**config.mk**
```make
export PLATFORM = sky130hd
export DESIGN_NAME = inst_fetch_queue
export DESIGN_NICKNAME = d
export VERILOG_FILES = /design/src/rtl/inst_fetch_queue.sv
export SDC_FILE = /design/constraint.sdc
export NUM_CORES = 1
export LEC_CHECK = 0
export BUFFER_PORTS_ARGS = -buffer_cell sky130_fd_sc_hd__buf_2
export CORE_UTILIZATION = 50
export CTS_CLUSTER_SIZE = 10
export DETAILED_ROUTE_END_ITERATION = 16
export GPL_ROUTABILITY_DRIVEN = 0
export HOLD_SLACK_MARGIN = 0.1
export PLACE_DENSITY = 0.68
export SETUP_SLACK_MARGIN = 0.02
export SLEW_MARGIN = 25
export SYNTH_ARGS = -nofsm -noshare
export SYNTH_HDL_FRONTEND = slang
export SYNTH_SLANG_ARGS = --single-unit
```
**constraint.sdc**
```tcl
create_clock -name clk -period 3.5 [get_ports clk]
set_clock_uncertainty 0.15 [all_clocks]
set_input_delay 0.175 -clock clk [delete_from_list [all_inputs] [get_ports clk]]
set_output_delay 0.175 -clock clk [all_outputs]
set_load 0.02 [all_outputs]
```
**src/rtl/inst_fetch_queue.sv**
```systemverilog
// rtl/inst_fetch_queue.sv - single-outstanding instruction fetch with decode FIFO
//
// Takes the next instruction address from the program counter, issues one
// request at a time to instruction memory, and queues returned {pc, inst}
// pairs for decode. A flush discards the queue and any response in flight.
//
// Ports:
//   clk, reset               clock (rising edge), asynchronous active-high reset
//   pc_addr/pc_valid/pc_ready next address from the PC; PC advances on valid&&ready
//   imem_req/imem_addr        memory request and its address
//   imem_gnt                  memory accepted the request
//   imem_rvalid/imem_rdata    memory response
//   flush                     redirect: drop queue and in-flight response
//   dec_valid/dec_inst/dec_pc head entry presented to decode
//   dec_ready                 decode consumes the head entry
//
// Parameter DEPTH: FIFO entries, power of two, >= 2.
// Build option FETCH_BYPASS_EN: a response arriving while the queue is empty
// is presented to decode in the same cycle and is not queued if consumed.

module inst_fetch_queue #(
  parameter int DEPTH = 4
) (
  input  logic        clk,
  input  logic        reset,
  input  logic [31:0] pc_addr,
  input  logic        pc_valid,
  output logic        pc_ready,
  output logic        imem_req,
  output logic [31:0] imem_addr,
  input  logic        imem_gnt,
  input  logic        imem_rvalid,
  input  logic [31:0] imem_rdata,
  input  logic        flush,
  output logic        dec_valid,
  output logic [31:0] dec_inst,
  output logic [31:0] dec_pc,
  input  logic        dec_ready
);

  localparam int          AW       = (DEPTH > 1) ? $clog2(DEPTH) : 1;
  localparam logic [AW:0] FULL_CNT = (AW + 1)'(DEPTH);

  typedef enum logic [1:0] {
    IDLE = 2'd0,
    WAIT = 2'd1,
    DROP = 2'd2
  } state_t;

  state_t        state;
  state_t        state_nxt;
  logic [31:0]   req_pc;
  logic [31:0]   fifo_pc   [DEPTH];
  logic [31:0]   fifo_inst [DEPTH];
  logic [AW-1:0] wr_ptr;
  logic [AW-1:0] rd_ptr;
  logic [AW:0]   count;

  logic fifo_empty;
  logic fifo_full;
  logic rsp_take;
  logic bypass_vld;
  logic push;
  logic pop;

  assign fifo_empty = (count == '0);
  assign fifo_full  = (count == FULL_CNT);

  // Issue only with room for the answer, so a response can always be queued.
  assign imem_req  = (state == IDLE) && pc_valid && !fifo_full && !flush && !reset;
  assign imem_addr = reset ? 32'h0 : pc_addr;
  assign pc_ready  = imem_req && imem_gnt;

  // A response is kept only if it belongs to a live (non-flushed) request.
  assign rsp_take = (state == WAIT) && imem_rvalid && !flush;

`ifdef FETCH_BYPASS_EN
  assign bypass_vld = rsp_take && fifo_empty && !reset;
`else
  assign bypass_vld = 1'b0;
`endif

  assign dec_valid = !reset && (!fifo_empty || bypass_vld);

  always_comb begin
    dec_pc   = 32'h0;
    dec_inst = 32'h0;
    if (dec_valid) begin
      if (!fifo_empty) begin
        dec_pc   = fifo_pc[rd_ptr];
        dec_inst = fifo_inst[rd_ptr];
      end else begin
        dec_pc   = req_pc;
        dec_inst = imem_rdata;
      end
    end
  end

  // A bypassed response that decode takes immediately never enters the FIFO.
  assign push = rsp_take && !(bypass_vld && dec_ready);
  assign pop  = !fifo_empty && dec_ready && !flush;

  always_comb begin
    state_nxt = state;
    case (state)
      IDLE: if (imem_req && imem_gnt) state_nxt = WAIT;
      WAIT: begin
        if (imem_rvalid) state_nxt = IDLE;
        else if (flush)  state_nxt = DROP;
      end
      DROP: if (imem_rvalid) state_nxt = IDLE;
      default: state_nxt = IDLE;
    endcase
  end

  always_ff @(posedge clk or posedge reset) begin
    if (reset) begin
      state  <= IDLE;
      req_pc <= 32'h0;
    end else begin
      state <= state_nxt;
      if (pc_ready) req_pc <= pc_addr;
    end
  end

  always_ff @(posedge clk or posedge reset) begin
    if (reset) begin
      wr_ptr <= '0;
      rd_ptr <= '0;
      count  <= '0;
    end else if (flush) begin
      wr_ptr <= '0;
      rd_ptr <= '0;
      count  <= '0;
    end else begin
      if (push) wr_ptr <= wr_ptr + 1'b1;
      if (pop)  rd_ptr <= rd_ptr + 1'b1;
      case ({push, pop})
        2'b10:   count <= count + 1'b1;
        2'b01:   count <= count - 1'b1;
        default: count <= count;
      endcase
    end
  end

  // Storage carries no reset; entries are only read while counted valid.
  always_ff @(posedge clk) begin
    if (push) begin
      fifo_pc[wr_ptr]   <= req_pc;
      fifo_inst[wr_ptr] <= imem_rdata;
    end
  end

endmodule

```
# Word level (Yosys, flattened, before mapping)
# Memories as Yosys holds them, arrays and structs flattened.
# Cells that the tools add are included.
dict set report classes {
  addsub 4
  n_eq_ne 8
  mux 18
  reduce_logical 20
}
# op count
set op_table {}
lappend op_table {{32-bit 2-to-1 mux} 5}
lappend op_table {{2-bit 2-to-1 mux} 8}
lappend op_table {{1-bit logical AND} 10}
lappend op_table {{2-bit one-hot mux with 3 select lines} 1}
lappend op_table {{3-bit one-hot mux with 2 select lines} 1}
lappend op_table {{2-bit by 1-bit adder with 2-bit output, second input constant} 2}
lappend op_table {{2-bit by 1-bit == test with 1-bit output, second input constant} 2}
lappend op_table {{2-bit == test, second input constant} 2}
lappend op_table {{1-bit logical NOT} 4}
lappend op_table {{2-bit != test, second input constant} 2}
lappend op_table {{2-bit nonzero test} 2}
lappend op_table {{3-bit by 1-bit adder with 3-bit output, second input constant} 1}
lappend op_table {{3-bit == test, second input constant} 1}
lappend op_table {{3-bit logical NOT} 1}
lappend op_table {{3-bit 2-to-1 mux} 1}
lappend op_table {{3-bit != test, second input constant} 1}
lappend op_table {{3-bit AND reduction} 1}
lappend op_table {{3-bit nonzero test} 1}
lappend op_table {{3-bit by 1-bit subtractor with 3-bit output, second input constant} 1}
lappend op_table {{2-bit logical NOT} 1}
lappend op_table {{1-bit 2-to-1 mux} 2}
dict set report totals {
  regBits 41
  mem_bits_rw 256
  word_cells 57
  memories 2
}
# memory words word_bits rd rd_clocked_by_memory_dff wr line_no
set memory_table {}
lappend memory_table {fifo_inst 4 32 1 0 1 54} ;# logic [31:0] fifo_inst [DEPTH];
lappend memory_table {fifo_pc 4 32 1 0 1 53} ;# logic [31:0] fifo_pc [DEPTH];

# Logic depth before layout (Yosys ltp)
# Gate-level depths: netlist of the first run.
dict set report depth {
  depth_word 8
  mapped_depth 7
}

# Worst setup path after synthesis of the first run
# No wires, ideal clock.
dict set report synth_path {
  path_kind {flip-flop to flip-flop}
  startpoint {register state[0]}
  endpoint {memory fifo_inst[0][0] (enable)}
  setup_time_ns 0.429
  arrival_time_ns 2.469
  required_ns 2.921
  slack_ns 0.452
  stages_incl_launch_ff 4
  path_buffers 0
  cell_sequence {dfrtp_1 inv_1 nor4b_1 and2_1}
}
dict set report synth_between {
  elab_chain_len 5
}
# item line_no
set synth_lines {}
lappend synth_lines {{start, declared} 50} ;# state_t state;
lappend synth_lines {{start signal, assigned} 121} ;# state <= state_nxt;
lappend synth_lines {{2-bit by 1-bit == test with 1-bit output} 75} ;# assign rsp_take = (state == WAIT) && imem_rvalid && !flush;
lappend synth_lines {{1-bit logical AND (2 in series)} 75}
lappend synth_lines {{1-bit 2-to-1 mux} 148} ;# if (push) begin
lappend synth_lines {{1-bit 2-to-1 mux (not written as such)} 150} ;# fifo_inst[wr_ptr] <= imem_rdata;
lappend synth_lines {{end, declared} 54}
# Every way passes these cells.

# Final worst setup path of the first run
dict set report layout_path {
  startpoint {register rd_ptr[0]}
  endpoint {output port dec_pc[24]}
}
dict set report layout_between {
  elab_chain_len 3
}
# item line_no
set layout_lines {}
lappend layout_lines {{start, declared} 56} ;# logic [AW-1:0] rd_ptr;
lappend layout_lines {{start signal, assigned} 137} ;# if (pop) rd_ptr <= rd_ptr + 1'b1;
lappend layout_lines {{memory 4 x 32 bit} n/a}
lappend layout_lines {{32-bit 2-to-1 mux} 89} ;# if (!fifo_empty) begin
lappend layout_lines {{32-bit 2-to-1 mux} 88} ;# if (dec_valid) begin
lappend layout_lines {{end, declared} 37} ;# output logic [31:0] dec_pc,
# Every way passes these cells.

==> metrics, run 1 <==
status finished clean; DRT antenna net count 0; post-CTS setup buffer count 0; leak pwr around 5.5 nW; synth unique cells between 40 and 50; routed len/inst 20.3 um; Crit. End Element output port; GRT Overall Usage 20.5%; largest family of logic cells by synthesized area multiplexers; GR Overflow Total 0; post-synth net total 649; clock sinks 297; Synth warnings 0; Post-Syn Instances 573; length of the first detailed-routing pass in iterations 5; post-synthesis sequential area ratio 73.6%; share of post-route cells with drive strength above 1 38.3%; simple-gate share of the synthesized area 7.01%; setup violators final 0; max-slew violation count 0; htree depth 2; total CTS buffers 36; IO buf count 169; # resized after CTS 0; area growth from synthesis to layout 25.7%; Yosys top cell by area edfxtp_1; synth top area cells edfxtp_1 (65%), mux4_2 (12%), dfrtp_1 (8.7%); CP startpoint kind flop; CTS root buf clkbuf_16; Power, Total 8.86 mW; I/O pins 170; dpl cells 1035; clk buf depth 3; Post-Layout Cell Count roughly 1200; vias in the first global route 6714; Post-Synth XOR/XNOR Area less than 1%; initial antenna violation count 1; post-layout util 65.0%; Final HPWL DP 14.2 mm; worst vdd ir about 330 uV; Via Count a little over 6000; arrival time worst endpoint between 2 and 3 ns; Core Rows 55; Worst Max-Slew Pin Slew 0.962 ns; Die H 156 um; Die ar. ~24000 um2; Fmax between 0.3 and 0.4 GHz; # DRC 0; routed wire length 23.9 mm; compound-cell area share of the yosys netlist 0.644%; fin nets 912; Worst EP required 3.17 ns; setup tns final 0 ns; Clk pin slew, worst setup/hold paths 0.05 ns; die width 156 um; Synth Area in Adders 0.592%; power density over the cells 595 nW/um2; Max-Cap Viols 0; Tcrit/Tclk final about four fifths; clk_lat worst skew 0.50 ns; core area 22900 um2; synthesized cell area 11800 um2; crit path time final between 2 and 3 ns; Slew headroom 35.9%; via-per-instance ratio about 5.2; Max FO, Critical Path 30; Seq cells post-synth 297; Setup CP Type reg -> out; largest net degree at the start of global routing 66; CTS tree yes; share of the synthesized area in the top cell type about two thirds; multiplexer share of the synthesized area around 16%; Starting Density 51.7%; RSZ-0062 raised after global routing no; first-pass GRT wire length 37.2 mm; synthesized area per cell 20.7 um2; DR iter-0 viols 391; Fin. Hold Viols 0; min-delay worst type in -> async
==> power by group <==
part	internal (mW)	switching [mW]	total [mW]
Sequential	4.11	0.241	4.35
Combinational	0.671	0.541	1.21
Clock	1.97	1.32	3.30
==> worst paths after layout <==
check	start	depth (start not counted)	slack, ns	end
min in group clk	pc_valid	3	0.10	req_pc[25]$_DFFE_PP0P_
worst min-delay path	reset	2	0.1	req_pc[1]$_DFFE_PP0P_
worst max register to register	state[0]$_DFFE_PP0P_	4	0.95	fifo_inst[2][7]$_DFFE_PP_
max in group asynchronous	reset	2	2.52	rd_ptr[1]$_DFFE_PP0P_
worst min register to register	req_pc[6]$_DFFE_PP0P_	0	0.38	fifo_pc[1][6]$_DFFE_PP_
worst max-delay path	rd_ptr[0]$_DFFE_PP0P_	4	0.64	dec_pc[24]
==> through the flow <==
stage / hold slack, ns / setup slack [ns] / instance area (um2)
floorplan: 0.0881 / 0.452 / 11800
global placement: 0.229 / 1.02 / 13100
detailed placement: 0.233 / 0.936 / 13100
CTS: 0.100 / 0.563 / 14900
global route: 0.111 / 0.477 / 14900
finish: 0.0998 / 0.639 / 14900
==> registers in the layout, indices dropped and copies added, names as in the netlist <==
signal and count:
fifo_inst 128, fifo_pc 128, req_pc 32, count 3
rd_ptr 2, state 2, wr_ptr 2
==> critical path, stage by stage, from the launching register on <==
cell and delay (ns):
dfrtp_4 0.83, buf_12 0.29, mux4_2 0.56, and2_1 0.18, buf_2 0.15
==> routing by layer <==
metal	up-vias	part of all wire (%)	GRT usage, %
li1	2788	-	-
met1	3163	43	28.2
met2	198	50	34.4
met3	28	5.4	3.47
met4	0	1.6	5.09
met5	-	0	0
==> Yosys cell counts <==
cell type,count
mux2_2,4
dfrtp_1,41
or4b_1,1
nand4b_1,3
mux2_4,28
nor2_1,4
nand2b_1,2
nor4b_1,1
o31a_1,1
nor2b_1,29
clkbuf_1,15
nand3b_1,2
and3b_1,1
mux4_2,64
o31ai_4,1
a221oi_1,1
buf_4,4
o311ai_0,1
a21oi_1,3
buf_12,2
nor3_1,2
xor2_1,2
edfxtp_1,256
and2_1,68
xnor3_1,1
nand3_1,1
nand4_4,1
nor4_4,1
and3_2,1
buf_8,1
o41ai_1,1
and2b_2,3
o21ai_0,1
mux2i_1,1
buf_1,2
or3b_4,1
fa_1,1
ha_1,4
inv_1,6
nand4_1,1
nand2_1,5
buf_2,5
==> area by class of cell <==
| type | count | area [um2] |
|---|---|---|
| antenna | 1 | 2.50 |
| clock buffer | 61 | 1020 |
| clock inverter | 5 | 33.8 |
| fill | 1547 | 8030 |
| inverter | 6 | 23.8 |
| multi-input combinational | 241 | 2950 |
| sequential | 297 | 8720 |
| tap | 313 | 392 |
| timing repair buffer | 254 | 1750 |
==> kinds of logic after synthesis <==
group	Yosys count
compound gates	9
xor+xnor	3
fa+ha+maj	5
buf+inv	35
flops	297
mux	97
simple gates	127
==> timing repair <==
| item | 4_1_cts | 5_1_grt |
|---|---|---|
| hold endpoints to repair | 169 | 0 |
| setup endpoints to repair | 0 | 0 |
| hold buffers | 76 | 0 |
==> layout by cell type (no fill, tap or decap), types with 3 or more instances in the layout <==
master,instances
clkbuf_1,24
dlygate4sd3_1,76
and2b_2,3
mux2_4,28
nor2b_1,29
mux2_2,4
nor2_1,3
buf_4,3
edfxtp_1,256
inv_1,5
buf_12,6
nand4b_1,3
a21oi_1,3
buf_2,169
and2_1,64
ha_1,4
and2_4,4
nand2_1,5
clkbuf_16,37
mux4_2,64
dfrtp_1,39
Note: power is estimated with default switching activity, not from simulation.
==> run 2, diff against run 1 <==
Settings changed: PLACE_DENSITY 0.68 to 0.71.
Clock period 3.5 ns to 2.42 ns, I/O delays scaled along.
==> run 2 against run 1 <==
Against the previous run:
- via count grew 3.5%
- sequential power grew 43%
- total power rose by 47%
- largest cell class unchanged
==> metrics, run 2 (synthesis gave the netlist of run 1 again) <==
leak pwr 5.82 nW (+5.0%); Crit Reg-Reg Startpoint count[0]$_DFFE_PP0P_; routed len/inst 20.8 um (+2.4%); Core Rows 55 (unchanged); power density over the cells 838 nW/um2 (+41%); min-delay worst type in -> reg; worst hold stages 2; length of the first detailed-routing pass in iterations 4 (-1); critical path's slowest cell mux4_2; clk_lat worst skew 0.50 ns (about the same); sequential power share 47.6% (-1.5 points); GR Overflow Total 0 (unchanged); Max FO, Critical Path 8 (-73%); clk buf depth 3 (unchanged); CTS root buf clkbuf_16; Pint 9.94 mW (+47%); Setup CP Type reg -> out; post-layout util 67.8% (+2.8 points); fin nets 949 (+4.1%); reg2reg setup slack 0.07 ns (-0.88 ns); Worst EP required 2.15 ns (-1.02 ns); Via Count 6395 (+3.5%); status finished clean; switching portion of total power 23.6% (-0.14 points); ordered list of cells on the worst path buf_12 > buf_8 > mux4_2 > and2_1 > buf_2; largest net degree at the start of global routing 44 (-33%); setup violators final 0 (unchanged); RSZ-0062 raised after global routing yes; routed wire length 25.1 mm (+5.0%); GRT Overall Usage 20.2% (-0.30 points); Crit. End Element output port; CTS tree yes; R2R cell count 5 (+1); DRT antenna net count 0 (unchanged); Final HPWL DP 14.6 mm (+2.9%); worst vdd ir 493 uV (+50%); Slew headroom 54.5% (+19 points); Tcrit/Tclk final 99.6%; Fin. Hold Viols 0 (unchanged); Fmax 0.415 GHz; Worst Max-Slew Pin Slew 0.682 ns (-0.280 ns); first-pass GRT wire length 36.7 mm (-1.5%); Die H 156 um (unchanged); share of post-route cells with drive strength above 1 43.7% (+5.4 points); hold-critical path endpoint fifo_inst[3][6]$_DFFE_PP_; Die ar. 24300 um2 (unchanged); Sw Pwr 3.07 mW (+46%); via-per-instance ratio 5.29 (+0.96%); total CTS buffers 35 (-2.8%); dpl cells 1056 (+2.0%); crit path time final 2.41 ns; # DRC 0 (unchanged); IO buf count 169 (unchanged); arrival time worst endpoint 2.14 ns (-0.40 ns); commonest cells after routing, fill and taps aside edfxtp_1 (256), buf_2 (146), dlygate4sd3_1 (77); min-delay src imem_rdata[6]; CP startpoint kind flop; Finished Cell Area 15500 um2 (+4.3%); I/O pins 170 (unchanged); reg2reg end req_pc[18]$_DFFE_PP0P_; Comb power frac 17.0% (+3.3 points); commonest non-fill, non-tap cell in the layout edfxtp_1; htree depth 2 (unchanged); hold slack 0.226 ns (+0.126 ns); Post-Layout Cell Count 1208 (+2.5%); DP Area 13300 um2 (+1.8%); Clk pin slew, worst setup/hold paths 0.05 ns (about the same); CP peak stage delay 0.51 ns (-0.32 ns); Max-Cap Viols 0 (unchanged); Top Registers fifo_inst: 128 flops, fifo_pc: 128 flops, req_pc: 32 flops; DR iter-0 viols 434 (+11%); core area 22900 um2 (unchanged); initial antenna violation count 1 (unchanged); max-slew violation count 0 (unchanged); Starting Density 51.7% (unchanged); clock sinks 297 (unchanged); clock power share 35.4% (-1.8 points); die width 156 um (unchanged); area growth from synthesis to layout 31.1%; vias in the first global route 6688 (-0.39%)
run 2: layout make-up:
class                           count  area (um2)
Sequential cell                   297        8720
Multi-Input combinational cell    242        3020
Antenna cell                        1        2.50
Clock inverter                      2        25.0
Fill cell                        1481        7390
Timing Repair Buffer              291        2360
Inverter                            6        22.5
Clock buffer                       56         976
Tap cell                          313         392
run 2: worst max-delay path: cells and delay by family, from the launching register on:
family        cells  cell delay (ns)
simple gates      1             0.19
flops             1             0.43
mux               1             0.51
buf+inv           3             0.49
run 2: power by group through the flow:
stage	clock network [mW]	logic [mW]	registers (mW)
after global placement	0	1.67	6.25
final	4.60	2.22	6.20
after CTS	4.69	1.89	6.20
after global routing	4.88	2.36	6.23
after floorplan	0	1.24	6.19
after detailed placement	0	1.71	6.29
run 2: timing repair:
action                                  in CTS  in global routing
resized for setup                            4                 67
cloned                                       1                  7
pin swaps                                    3                 12
endpoints found under the setup margin      64                 70
setup buffers                                3                  5
endpoints found under the hold margin      196                  0
hold buffers                                77                  0
run 2: metrics by stage:
step,TNS (ns),worst slack [ns],power (mW)
detailed placement,0,0.0484,8.01
global placement,0,0.195,7.93
CTS,-1.14,-0.0721,12.8
floorplan,0,0.0568,7.43
finish,0,0.00982,13.0
global route,-0.0779,-0.0384,13.5
run 2: metal layers:
layer | global-route usage [%] | share of wire (%)
met4 | 6.12 | 1.6
met1 | 26.5 | 41
met5 | 0 | 0
met2 | 34.9 | 53
met3 | 3.36 | 4.9
run 2: worst max path at each step:
| stage | end | from | slack, ns | cells past startpoint |
|---|---|---|---|---|
| 2_1_floorplan | fifo_inst[0][0]$_DFFE_PP_ | state[0]$_DFFE_PP0P_ | 0.06 | 3 |
| 3_3_place_gp | count[1]$_DFFE_PP0P_ | count[0]$_DFFE_PP0P_ | 0.20 | 5 |
| 3_5_place_dp | count[2]$_DFFE_PP0P_ | count[0]$_DFFE_PP0P_ | 0.05 | 5 |
| 4_1_cts | dec_pc[26] | rd_ptr[0]$_DFFE_PP0P_ | -0.07 | 4 |
| 5_1_grt | dec_inst[19] | rd_ptr[0]$_DFFE_PP0P_ | -0.04 | 5 |
| 6_report | dec_inst[19] | rd_ptr[0]$_DFFE_PP0P_ | 0.01 | 5 |
